<file path="src/rtl/adc_stream_ctrl.sv">
// -----------------------------------------------------------------------------
// adc_stream_ctrl
//
// Write-side controller between the dual 12-bit ADC inputs and the async FIFO
// write port, entirely in the clk_data domain. Frames samples into packets of
// one header word plus PKT_WORDS data words, sequences start/stop, and on FIFO
// overflow drops data until the FIFO drains below almost-full, marking the
// loss in the next header so the host parser can resynchronise.
//
// Header word: {4'hA, mode[1:0], drop_flag, 1'b0, seq[15:0]}
//
// Optional feature (macro STREAM_TESTPAT_EN): adds input testpat, latched with
// mode in IDLE. When latched high the ADC samples are replaced by a 12-bit
// counter (adc0 path = cnt, adc1 path = ~cnt) that restarts at 0 on every
// header-to-data transition and advances once per data-state cycle.
//
// Ports:
//   clk_data    in   data/ADC clock, rising edge
//   rstn        in   asynchronous active-low reset
//   enable      in   stream enable (level)
//   mode[1:0]   in   0=dual {adc0,adc1}, 1=ch0 packed, 2=ch1 packed, 3=as 0
//   adc0_data   in   ADC0 sample, valid every cycle
//   adc1_data   in   ADC1 sample, valid every cycle
//   fifo_full   in   FIFO full flag
//   fifo_afull  in   FIFO almost-full flag
//   testpat     in   test-pattern select (only with STREAM_TESTPAT_EN)
//   fifo_wdata  out  FIFO write data (holds last written word between writes)
//   fifo_winc   out  FIFO write strobe
//   ovf_count   out  saturating overflow event counter
//   streaming   out  high whenever the controller is not idle
//   dbg_state   out  current FSM state (0=IDLE 1=HDR 2=DATA 3=DROP)
//
// Handshake: the FIFO port is a push-only strobe. fifo_winc is registered and
// a write is only launched in a cycle where fifo_full was low at the decision
// edge; there is no other back-pressure than fifo_full / fifo_afull.
// -----------------------------------------------------------------------------
module adc_stream_ctrl #(
  parameter int unsigned PKT_WORDS = 1982,
  parameter int unsigned CNT_W     = 16
) (
  input  logic             clk_data,
  input  logic             rstn,
  input  logic             enable,
  input  logic [1:0]       mode,
  input  logic [11:0]      adc0_data,
  input  logic [11:0]      adc1_data,
  input  logic             fifo_full,
  input  logic             fifo_afull,
`ifdef STREAM_TESTPAT_EN
  input  logic             testpat,
`endif
  output logic [23:0]      fifo_wdata,
  output logic             fifo_winc,
  output logic [CNT_W-1:0] ovf_count,
  output logic             streaming,
  output logic [1:0]       dbg_state
);

  typedef enum logic [1:0] {
    ST_IDLE = 2'd0,
    ST_HDR  = 2'd1,
    ST_DATA = 2'd2,
    ST_DROP = 2'd3
  } state_t;

  localparam logic [15:0] LAST_WORD = 16'(PKT_WORDS - 1);

  state_t             state_q, state_d;
  logic [1:0]         mode_l_q, mode_l_d;
  logic [15:0]        seq_q, seq_d;
  logic               drop_flag_q, drop_flag_d;
  logic [15:0]        word_cnt_q, word_cnt_d;
  logic               phase_q, phase_d;
  logic [11:0]        hold_q, hold_d;
  logic [11:0]        s0_q, s1_q;
  logic [23:0]        wdata_q, wdata_d;
  logic               winc_q, winc_d;
  logic [CNT_W-1:0]   ovf_q, ovf_d;

  // Effective sample pair seen by the packer (ADC or test pattern).
  logic [11:0]        smp0, smp1;
  logic [11:0]        sel_smp;
  logic               write_due;
  logic [23:0]        data_word;
  logic               ovf_event;

`ifdef STREAM_TESTPAT_EN
  logic               tp_l_q, tp_l_d;
  logic [11:0]        tp_cnt_q, tp_cnt_d;

  always_comb begin
    tp_l_d   = tp_l_q;
    tp_cnt_d = tp_cnt_q;
    if (state_q == ST_IDLE && enable) begin
      tp_l_d = testpat;
    end
    if (state_q == ST_HDR && !fifo_full) begin
      tp_cnt_d = 12'd0;
    end else if (state_q == ST_DATA) begin
      tp_cnt_d = tp_cnt_q + 12'd1;
    end
  end

  always_ff @(posedge clk_data or negedge rstn) begin
    if (!rstn) begin
      tp_l_q   <= 1'b0;
      tp_cnt_q <= 12'd0;
    end else begin
      tp_l_q   <= tp_l_d;
      tp_cnt_q <= tp_cnt_d;
    end
  end

  assign smp0 = tp_l_q ? tp_cnt_q  : s0_q;
  assign smp1 = tp_l_q ? ~tp_cnt_q : s1_q;
`else
  assign smp0 = s0_q;
  assign smp1 = s1_q;
`endif

  // mode_l is normalised at latch time, so 2 is the only ch1 encoding.
  assign sel_smp = (mode_l_q == 2'd2) ? smp1 : smp0;

  always_comb begin
    state_d     = state_q;
    mode_l_d    = mode_l_q;
    seq_d       = seq_q;
    drop_flag_d = drop_flag_q;
    word_cnt_d  = word_cnt_q;
    phase_d     = phase_q;
    hold_d      = hold_q;
    wdata_d     = wdata_q;
    winc_d      = 1'b0;
    write_due   = 1'b0;
    data_word   = 24'd0;
    ovf_event   = 1'b0;

    case (state_q)
      ST_IDLE: begin
        if (enable) begin
          mode_l_d    = (mode == 2'd3) ? 2'd0 : mode;
          seq_d       = 16'd0;
          drop_flag_d = 1'b0;
          state_d     = ST_HDR;
        end
      end

      ST_HDR: begin
        // The sample present during this cycle is intentionally not used.
        if (!fifo_full) begin
          winc_d      = 1'b1;
          wdata_d     = {4'hA, mode_l_q, drop_flag_q, 1'b0, seq_q};
          seq_d       = seq_q + 16'd1;
          drop_flag_d = 1'b0;
          word_cnt_d  = 16'd0;
          phase_d     = 1'b0;
          state_d     = ST_DATA;
        end else begin
          ovf_event = 1'b1;
          state_d   = ST_DROP;
        end
      end

      ST_DATA: begin
        if (mode_l_q == 2'd0) begin
          write_due = 1'b1;
          data_word = {smp0, smp1};
        end else if (!phase_q) begin
          // First half of a packed pair: park it, nothing to write yet.
          hold_d  = sel_smp;
          phase_d = 1'b1;
        end else begin
          write_due = 1'b1;
          data_word = {hold_q, sel_smp};
        end

        if (write_due) begin
          if (fifo_full) begin
            ovf_event = 1'b1;
            state_d   = ST_DROP;
          end else begin
            winc_d  = 1'b1;
            wdata_d = data_word;
            phase_d = 1'b0;
            if (word_cnt_q == LAST_WORD) begin
              // A stop request only takes effect at a packet boundary.
              state_d = enable ? ST_HDR : ST_IDLE;
            end else begin
              word_cnt_d = word_cnt_q + 16'd1;
            end
          end
        end
      end

      ST_DROP: begin
        drop_flag_d = 1'b1;
        if (!enable) begin
          state_d = ST_IDLE;
        end else if (!fifo_afull) begin
          state_d = ST_HDR;
        end
      end

      default: state_d = ST_IDLE;
    endcase
  end

  always_comb begin
    ovf_d = ovf_q;
    if (ovf_event && (ovf_q != {CNT_W{1'b1}})) begin
      ovf_d = ovf_q + CNT_W'(1);
    end
  end

  always_ff @(posedge clk_data or negedge rstn) begin
    if (!rstn) begin
      state_q     <= ST_IDLE;
      mode_l_q    <= 2'd0;
      seq_q       <= 16'd0;
      drop_flag_q <= 1'b0;
      word_cnt_q  <= 16'd0;
      phase_q     <= 1'b0;
      hold_q      <= 12'd0;
      s0_q        <= 12'd0;
      s1_q        <= 12'd0;
      wdata_q     <= 24'd0;
      winc_q      <= 1'b0;
      ovf_q       <= '0;
    end else begin
      state_q     <= state_d;
      mode_l_q    <= mode_l_d;
      seq_q       <= seq_d;
      drop_flag_q <= drop_flag_d;
      word_cnt_q  <= word_cnt_d;
      phase_q     <= phase_d;
      hold_q      <= hold_d;
      s0_q        <= adc0_data;
      s1_q        <= adc1_data;
      wdata_q     <= wdata_d;
      winc_q      <= winc_d;
      ovf_q       <= ovf_d;
    end
  end

  assign fifo_wdata = wdata_q;
  assign fifo_winc  = winc_q;
  assign ovf_count  = ovf_q;
  assign streaming  = (state_q != ST_IDLE);
  assign dbg_state  = state_q;

endmodule
</file>
<file path="config.mk">
export PLATFORM = sky130hd
export DESIGN_NAME = adc_stream_ctrl
export DESIGN_NICKNAME = d
export VERILOG_FILES = /design/src/rtl/adc_stream_ctrl.sv
export SDC_FILE = /design/constraint.sdc
export NUM_CORES = 1
export LEC_CHECK = 0
export ABC_AREA = 1
export CORE_ASPECT_RATIO = 0.8
export CORE_UTILIZATION = 45
export DETAILED_ROUTE_END_ITERATION = 12
export DONT_BUFFER_PORTS = 1
export PLACE_DENSITY_LB_ADDON = 0.1
export SLEW_MARGIN = 20
export SYNTH_ARGS = -nofsm -noshare
export SYNTH_HDL_FRONTEND = slang
export SYNTH_SLANG_ARGS = --single-unit
</file>
<file path="constraint.sdc">
create_clock -name clk_data -period 2.3 [get_ports clk_data]
set_input_delay 0.23 -clock clk_data [delete_from_list [all_inputs] [get_ports clk_data]]
set_output_delay 0.23 -clock clk_data [all_outputs]
set_load 0.005 [all_outputs]
</file>
# --- Yosys cells after proc, flatten, opt, wreduce, memory -nomap -nowiden ---
# Index checks and enable logic that the tools add are counted.
# W data, S select, Z words.
op_classes:
  n_addsub: 3
  eq_ne: 14
  n_mux: 41
  bitwise_logic: 2
  n_reduce_logical: 15
op_table:
  columns: ["operator", "count"]
  rows:
  - ["$mux W24", 5]
  - ["$mux W16", 6]
  - ["$pmux W16 S2", 2]
  - ["$add A16 B1 Y16 const B", 3]
  - ["$pmux W24 S2", 1]
  - ["$eq A16 B11 Y1 const B", 1]
  - ["$ne A16 B16 Y1 const B", 1]
  - ["$mux W1", 14]
  - ["$mux W2", 7]
  - ["$mux W12", 1]
  - ["$ne A2 B2 Y1 const B", 5]
  - ["$reduce_and A3 Y1", 3]
  - ["$eq A2 B2 Y1 const B", 4]
  - ["$pmux W2 S4", 1]
  - ["$reduce_and A4 Y1", 2]
  - ["$ne A3 B3 Y1 const B", 2]
  - ["$pmux W1 S2", 3]
  - ["$reduce_bool A2 Y1", 3]
  - ["$reduce_and A5 Y1", 1]
  - ["$logic_not A2 Y1", 2]
  - ["$reduce_and A2 Y1", 2]
  - ["$pmux W1 S3", 1]
  - ["$reduce_bool A3 Y1", 1]
  - ["$eq A2 B1 Y1 const B", 1]
  - ["2 further kinds", 3]
word_totals:
  regBits: 115
  output_inout_bits: 44

# --- Logic depth before layout (Yosys ltp) ---
# Gate-level depths: netlist (run 1).
depth:
  depth_word: 7
  ltp_mapped: 11

# --- Least setup slack after synthesis (run 1) ---
# OpenSTA, ideal clock, no wires.
synth_timing:
  path_kind: "reg2reg"
  from: "register state_q[0] (netlist: dbg_state[0])"
  to: "register ovf_q[12] (netlist: ovf_count[12])"
  t_arrival_ns: 1.651
  t_required_ns: 2.184
  slack_ns: 0.533
  path_stages_with_launch: 11
  path_buffers: 2
  synth_period_minus_slack_ns: 1.767
  cell_sequence: "dfrtp_1 -> inv_1 -> ha_1 -> buf_6 -> nand2_2 -> o21bai_1 -> a21boi_2 -> nand2_4 -> buf_4 -> nand2_1 -> nand2_1"
synth_between:
  elab_chain_cells: 3
synth_rtl:
  columns: ["element", "line", "text"]
  rows:
  - ["start: declaration", "68", "state_t state_q, state_d;"]
  - ["start signal: assignment", "230", "state_q <= state_d;"]
  - ["$eq A2 B2 Y1 or $eq A2 B1 Y1 (tied branches)", "138", "case (state_q)"]
  - ["$pmux W1 S2 (*)", "138", null]
  - ["$logic_and A1 B1 Y1 (*)", "210", "if (ovf_event && (ovf_q != {CNT_W{1'b1}})) begin"]
  - ["end signal: assignment", "241", "ovf_q <= ovf_d;"]
  - ["end: declaration", "78", "logic [CNT_W-1:0] ovf_q, ovf_d;"]
# Every way passes the cells marked *; elsewhere a longest branch is shown, timed or not.
# A chain may end at the register's enable or synchronous reset.

# --- Final worst setup path (run 1) ---
layout_timing:
  from: "register state_q[1] (netlist: dbg_state[1])"
  to: "register word_cnt_q[3]"
layout_between:
  elab_chain_cells: 3
layout_rtl:
  columns: ["element", "line", "text"]
  rows:
  - ["$eq A2 B2 Y1 or $eq A2 B1 Y1 (tied branches)", "138", null]
  - ["$ne A2 B2 Y1 (no source line) or $reduce_bool A2 Y1 (tied branches)", null, null]
  - ["$reduce_and A5 Y1 (no source line)", null, null]
  - ["end signal: assignment", "234", "word_cnt_q <= word_cnt_d;"]
  - ["end: declaration", "72", "logic [15:0] word_cnt_q, word_cnt_d;"]
# Parallel ways exist; a longest one is shown, timed or not.

==> results.py, run 1 <==
metrics = {
    "run_status": {
        "outcome": "finished, violations left",
        "violations": "negative hold slack",
    },
    "floorplanning": {
        "row_count": 37,
        "die_h_um": 105,
        "core_um2": 12900,
        "die_w_um": 130,
        "io_pins": 75,
        "initial_core_util": 0.461,
        "die_area_um2": 13700,
    },
    "cts": {
        "cts_tree": "yes",
        "clock-sinks": 115,
        "cts-htree-levels": 4,
        "ctsHoldBuffers": 27,
        "clockBufferDepth": 2,
        "worstSkewPairLatency_ns": 0.41,
        "cts_buffers": 17,
        "cts.clk_slew.worst_paths_ns": 0.05,
        "cts_root_buf": "clkbuf_16",
    },
    "pwr": {
        "internal-power_mw": 4.96,
        "power_density_nw_per_um2": 1110,
        "clockPowerShare": 0.358,
        "p_sw_frac": 0.360,
        "seq_power_share": 0.359,
        "ir_drop_v": 0.000742,
        "power.combinational.fraction": 0.283,
        "leakage_nw": 3.25,
        "p_switching_mw": 2.79,
    },
    "global_route": {
        "grt-ovfl-total": 0,
        "grt_pass1_vias": 4777,
        "grt_max_degree": 116,
        "grtUsageTotal": 0.237,
        "grt_pass1_wl_mm": 24.7,
        "antenna_found_initial": 0,
    },
    "final_layout": {
        "antennaDiodeCount": 0,
        "utilization": 0.542,
        "area_growth_pct": 17.5,
        "drive_gt1_frac": 0.0784,
        "nNetsFinal": 832,
        "instances_no_fill": 979,
    },
    "detailed_routing": {
        "drtIter0Drc": 400,
        "ant_nets": 0,
        "drt_pre_antenna_iters": 5,
        "vias": 5051,
        "drc_errors": 0,
        "avgRoutedWirePerCell_um": 15.3,
        "viasPerCell": 5.16,
        "routed_wl_mm": 15.0,
    },
    "critical_path": {
        "cp.arrival_ns": 2.45,
        "critPathRequiredTime_ns": 2.60,
        "critPathKind": "flop to flop",
        "crit_fanout": 24,
        "startpoint_type": "flop",
        "reg2reg_from": "dbg_state[1]",
        "crit_path_start": "dbg_state[1]",
        "end_kind": "flop",
    },
    "synthesis": {
        "syn_nets": 803,
        "syn-instance-count": 762,
        "syn_area_per_cell_um2": 7.79,
        "synth_area_leaders": "dfrtp_1 48%, nand2_1 16%, nand3_1 4.3%",
        "synth_most_common_cell": "nand2_1",
        "async_reset_ff_frac": 1.00,
        "synth_top_area_cell": "dfrtp_1",
        "ys_seq_area_frac": 0.485,
        "synth_warnings": 0,
        "ys_seq_elements": 115,
        "synth_area_um2": 5940,
        "synth_flop_cell": "dfrtp_1",
        "yosys-top-cells-count": "257 x nand2_1, 115 x dfrtp_1, 66 x nor2_1",
        "yosysTopAreaCellShare": 0.485,
        "synth_edf_count": 0,
        "synthDistinctLibCells": 35,
    },
    "min_path": {
        "min-delay-path-class": "input port to asynchronous set/reset pin",
    },
    "timing": {
        "hold_viol_final": 115,
        "finalCriticalPeriod_ns": 2.15,
        "fmax_mhz": 464,
        "post-route-period-util": 0.937,
        "rsz0062_at_grt": "false",
        "slew_viol_final": 0,
        "tightest_slew_ns": 0.804,
        "holdWs_ns": -0.483,
        "skew_ns": 0.00904,
        "setup_viol": 0,
        "setup_total_negative_slack_ns": 0,
        "max-slew-margin-rel": 0.462,
    },
    "flow_run": {
        "drv_cap": 0,
    },
    "placement": {
        "portBuffers": 0,
        "dp.final_hpwl_mm": 10.3,
        "gp_congestion": 0.900,
        "placedCellCount": 920,
    },
}
==> critical path, cell delays in order (launching register included) <==
cell,delay (ns)
dfrtp_1,0.47
inv_1,0.18
ha_1,0.37
nor2_1,0.18
nor2_8,0.30
nand2_4,0.23
buf_4,0.22
nand2_1,0.05
nand2_1,0.05
==> cells by family (layout without fill, tap and decap cells) <==
group           Yosys count  after routing  share of synthesized area
compound gates          120            120                      0.113
xor+xnor                 18             18                     0.0265
simple gates            406            406                      0.287
flops                   115            115                      0.485
buf+inv                  93            135                     0.0678
fa+ha+maj                10             10                     0.0211
==> state kept, by name (all words and copies together) (netlist names), 12 cells and up <==
name        count
fifo_wdata     24
ovf_count      16
word_cnt_q     16
seq_q          16
s1_q           12
s0_q           12
hold_q         12
==> layout by cell type, fill, tap and decap left out, types with 15 or more instances in the layout <==
cell           count
o211ai_1          15
nand2_1          257
o21ai_1           20
dlygate4sd3_1     27
inv_1             64
o21ai_0           43
nand3_1           51
nor2_1            66
clkbuf_16         17
dfrtp_1          115
a21oi_1           31
==> layer usage <==
| layer | wire, um | up-vias | track usage | share of wire |
|---|---|---|---|---|
| li1 | - | 2513 | - | - |
| met1 | 7670 | 2385 | 0.354 | 0.51 |
| met2 | 6180 | 136 | 0.330 | 0.41 |
| met3 | 972 | 17 | 0.0727 | 0.065 |
| met4 | 151 | 0 | 0.0624 | 0.010 |
| met5 | 0 | - | 0 | 0 |
==> final cells by class <==
cell class | count | area [um^2]
fillers | 1231 | 5890
multi-input cells | 554 | 2660
well taps | 175 | 219
inverters | 67 | 256
clock buffers | 19 | 443
flip-flops and latches | 115 | 2880
clock inverters | 13 | 184
repair buffers | 36 | 338
==> power groups by stage <==
stage | combinational (mW) | clock (mW) | sequential [mW]
final | 2.19 | 2.78 | 2.78
after global routing | 2.49 | 2.94 | 2.83
after CTS | 2.18 | 2.83 | 2.78
after detailed placement | 2.12 | 0 | 2.81
after global placement | 2.11 | 0 | 2.80
after floorplan | 1.70 | 0 | 2.68
==> metrics by stage <==
step / instance area, um^2 / setup WS (ns) / power, mW
after floorplan: 5940 / 0.533 / 4.38
after global placement: 6080 / 0.221 / 4.91
after detailed placement: 6080 / 0.178 / 4.93
after CTS: 6980 / 0.161 / 7.79
after global routing: 6980 / 0.00317 / 8.26
final: 6980 / 0.146 / 7.76
==> what timing repair did <==
item | CTS | global route
hold endpoints to repair | 143 | 115
setup buffers | 0 | 0
resized for setup | 0 | 0
endpoints found under the setup margin | 0 | 0
==> path summary, 6_finish.rpt <==
| check | end | slack (ns) | depth (start not counted) |
|---|---|---|---|
| max in group asynchronous | word_cnt_q[2] | 2.56 | 0 |
| worst max-delay path | word_cnt_q[3] | 0.15 | 8 |
| worst max register to register | word_cnt_q[3] | 0.15 | 8 |
| min in group clk_data | mode_l_q[1] | 0.04 | 3 |
| worst min-delay path | word_cnt_q[6] | -0.48 | 0 |
| worst min register to register | hold_q[10] | 0.48 | 2 |
No activity file was read; power rests on OpenSTA's default activity.
==> run 2, diff against run 1 <==
Settings changed: CORE_UTILIZATION 45 to 57.
==> run 2 against run 1 <==
The run still ends with negative hold slack left; largest power group is now the clock network; count of clock-buffer cells in the layout is 2 higher; largest cell class unchanged; worst hold slack worse by 0.0067 ns; clock power rose by 10%; non-clock buffer count fell by 1; total power grew 4.2%; first-iteration DRC count is 7.8% lower.
==> results.py, run 2 (synthesis results as in run 1) <==
metrics = {
    "pwr": {
        "power_density_nw_per_um2": 1160,
        "leakage_nw": 3.28,
        "ir_drop_v": 0.000837,
    },
    "cts": {
        "cts_tree": "yes",
        "cts_setup_buffers": 0,
        "worstSkewPairLatency_ns": 0.41,
        "clockBufferDepth": 2,
        "clock-sinks": 115,
        "cts_resized": 0,
        "cts_root_buf": "clkbuf_16",
        "cts.clk_slew.worst_paths_ns": 0.05,
        "cts-htree-levels": 4,
        "cts_buffers": 17,
        "ctsHoldBuffers": 27,
    },
    "global_route": {
        "grt_max_degree": 116,
        "antenna_found_initial": 0,
        "grt_pass1_vias": 4918,
        "grt_pass1_wl_mm": 24.3,
        "grt-ovfl-total": 0,
        "grtUsageTotal": 0.300,
    },
    "critical_path": {
        "cpPeakStageDelay_ns": 0.46,
        "r2r_slack_ns": 0.22,
        "critPathBufInv": 2,
        "critPathRequiredTime_ns": 2.60,
        "worst_path_max_delay_cell": "dfrtp_1",
        "path_cells": "inv_1 -> ha_1 -> nor2_1 -> nor2_8 -> nand2_4 -> inv_1 -> nand2_1 -> nand2_1",
        "critPathKind": "flop to flop",
        "critPathTopFamily": "simple AND/OR/NAND/NOR gates",
        "crit_fanout": 28,
        "r2r_cells": 8,
        "reg2reg_from": "dbg_state[1]",
        "r2r-end": "word_cnt_q[6]",
        "cp.arrival_ns": 2.38,
        "startpoint_type": "flop",
        "end_kind": "flop",
    },
    "detailed_routing": {
        "drtIter0Drc": 369,
        "avgRoutedWirePerCell_um": 15.9,
        "viasPerCell": 5.63,
        "ant_nets": 0,
        "vias": 5285,
        "drc_errors": 0,
        "routed_wl_mm": 14.9,
        "drt_pre_antenna_iters": 5,
    },
    "floorplanning": {
        "die_h_um": 93.3,
        "die_w_um": 116,
        "core_um2": 9890,
        "row_count": 32,
        "io_pins": 75,
        "die_area_um2": 10800,
        "initial_core_util": 0.600,
    },
    "final_layout": {
        "final_common_cell": "nand2_1",
        "nNetsFinal": 831,
        "antennaDiodeCount": 0,
        "area_growth_pct": 17.6,
        "drive_gt1_frac": 0.0747,
        "layout_common_cells": "257 x nand2_1, 115 x dfrtp_1, 66 x nor2_1, 64 x inv_1, 51 x nand3_1",
        "largest_register_ffs": 24,
    },
    "min_path": {
        "min-delay-path-class": "input port to asynchronous set/reset pin",
    },
    "placement": {
        "gp_congestion": 0.897,
        "dp.final_hpwl_mm": 9.81,
        "post-place-ws_ns": 0.272,
        "portBuffers": 0,
    },
    "timing": {
        "post-route-period-util": 0.904,
        "slew_viol_final": 0,
        "holdWs_ns": -0.490,
        "skew_ns": 0.00849,
        "fmax_mhz": 481,
        "rsz0062_at_grt": "false",
        "tightest_slew_ns": 0.468,
        "worst_slack_ns": 0.221,
        "setup_total_negative_slack_ns": 0,
        "max-slew-margin-rel": 0.687,
        "hold_viol_final": 115,
        "finalCriticalPeriod_ns": 2.08,
        "setup_viol": 0,
    },
    "run_status": {
        "outcome": "finished, violations left",
        "violations": "negative hold slack",
    },
    "flow_run": {
        "drv_cap": 0,
    },
}
## run 2: worst max path at each step
stage                  from       endpoint  slack (ns)  depth (start not counted)
2_1_floorplan  dbg_state[0]  ovf_count[12]        0.53                         10
3_3_place_gp   dbg_state[1]  word_cnt_q[8]        0.34                          8
3_5_place_dp   dbg_state[1]  word_cnt_q[7]        0.27                          8
4_1_cts        dbg_state[1]  word_cnt_q[7]        0.26                          8
5_1_grt        dbg_state[1]  word_cnt_q[7]        0.07                          8
6_report       dbg_state[1]  word_cnt_q[6]        0.22                          8
## run 2: per-stage QoR
stage / instance area [um^2] / instances / util / power, mW
detailed placement: 6030 / 880 / 0.610 / 4.92
global placement: 6030 / 880 / 0.610 / 4.84
global route: 6990 / 939 / 0.706 / 8.51
finish: 6990 / 939 / 0.706 / 8.08
floorplan: 5940 / 762 / - / 4.38
CTS: 6990 / 939 / 0.706 / 8.08
## run 2: final cells by class
type | instances | area [um^2]
timing repair buffer | 35 | 343
sequential | 115 | 2880
inverter | 67 | 256
clock inverter | 11 | 230
clock buffer | 21 | 450
multi-input combinational | 554 | 2660
fill | 806 | 2900
tap | 136 | 170
## run 2: power breakdown
part / leakage (nW) / internal, mW / switching, mW
clock network: 0.335 / 2.16 / 0.904
registers: 1.50 / 2.42 / 0.342
logic: 1.44 / 0.711 / 1.55
## run 2: layer usage
metal | wire [um] | GRT usage | share of wire | vias up
met3 | 1370 | 0.0771 | 0.092 | 20
met4 | 214 | 0.122 | 0.014 | 0
met2 | 6600 | 0.434 | 0.44 | 250
met1 | 6750 | 0.426 | 0.45 | 2511
li1 | - | - | - | 2504
met5 | 0 | 0 | 0 | -
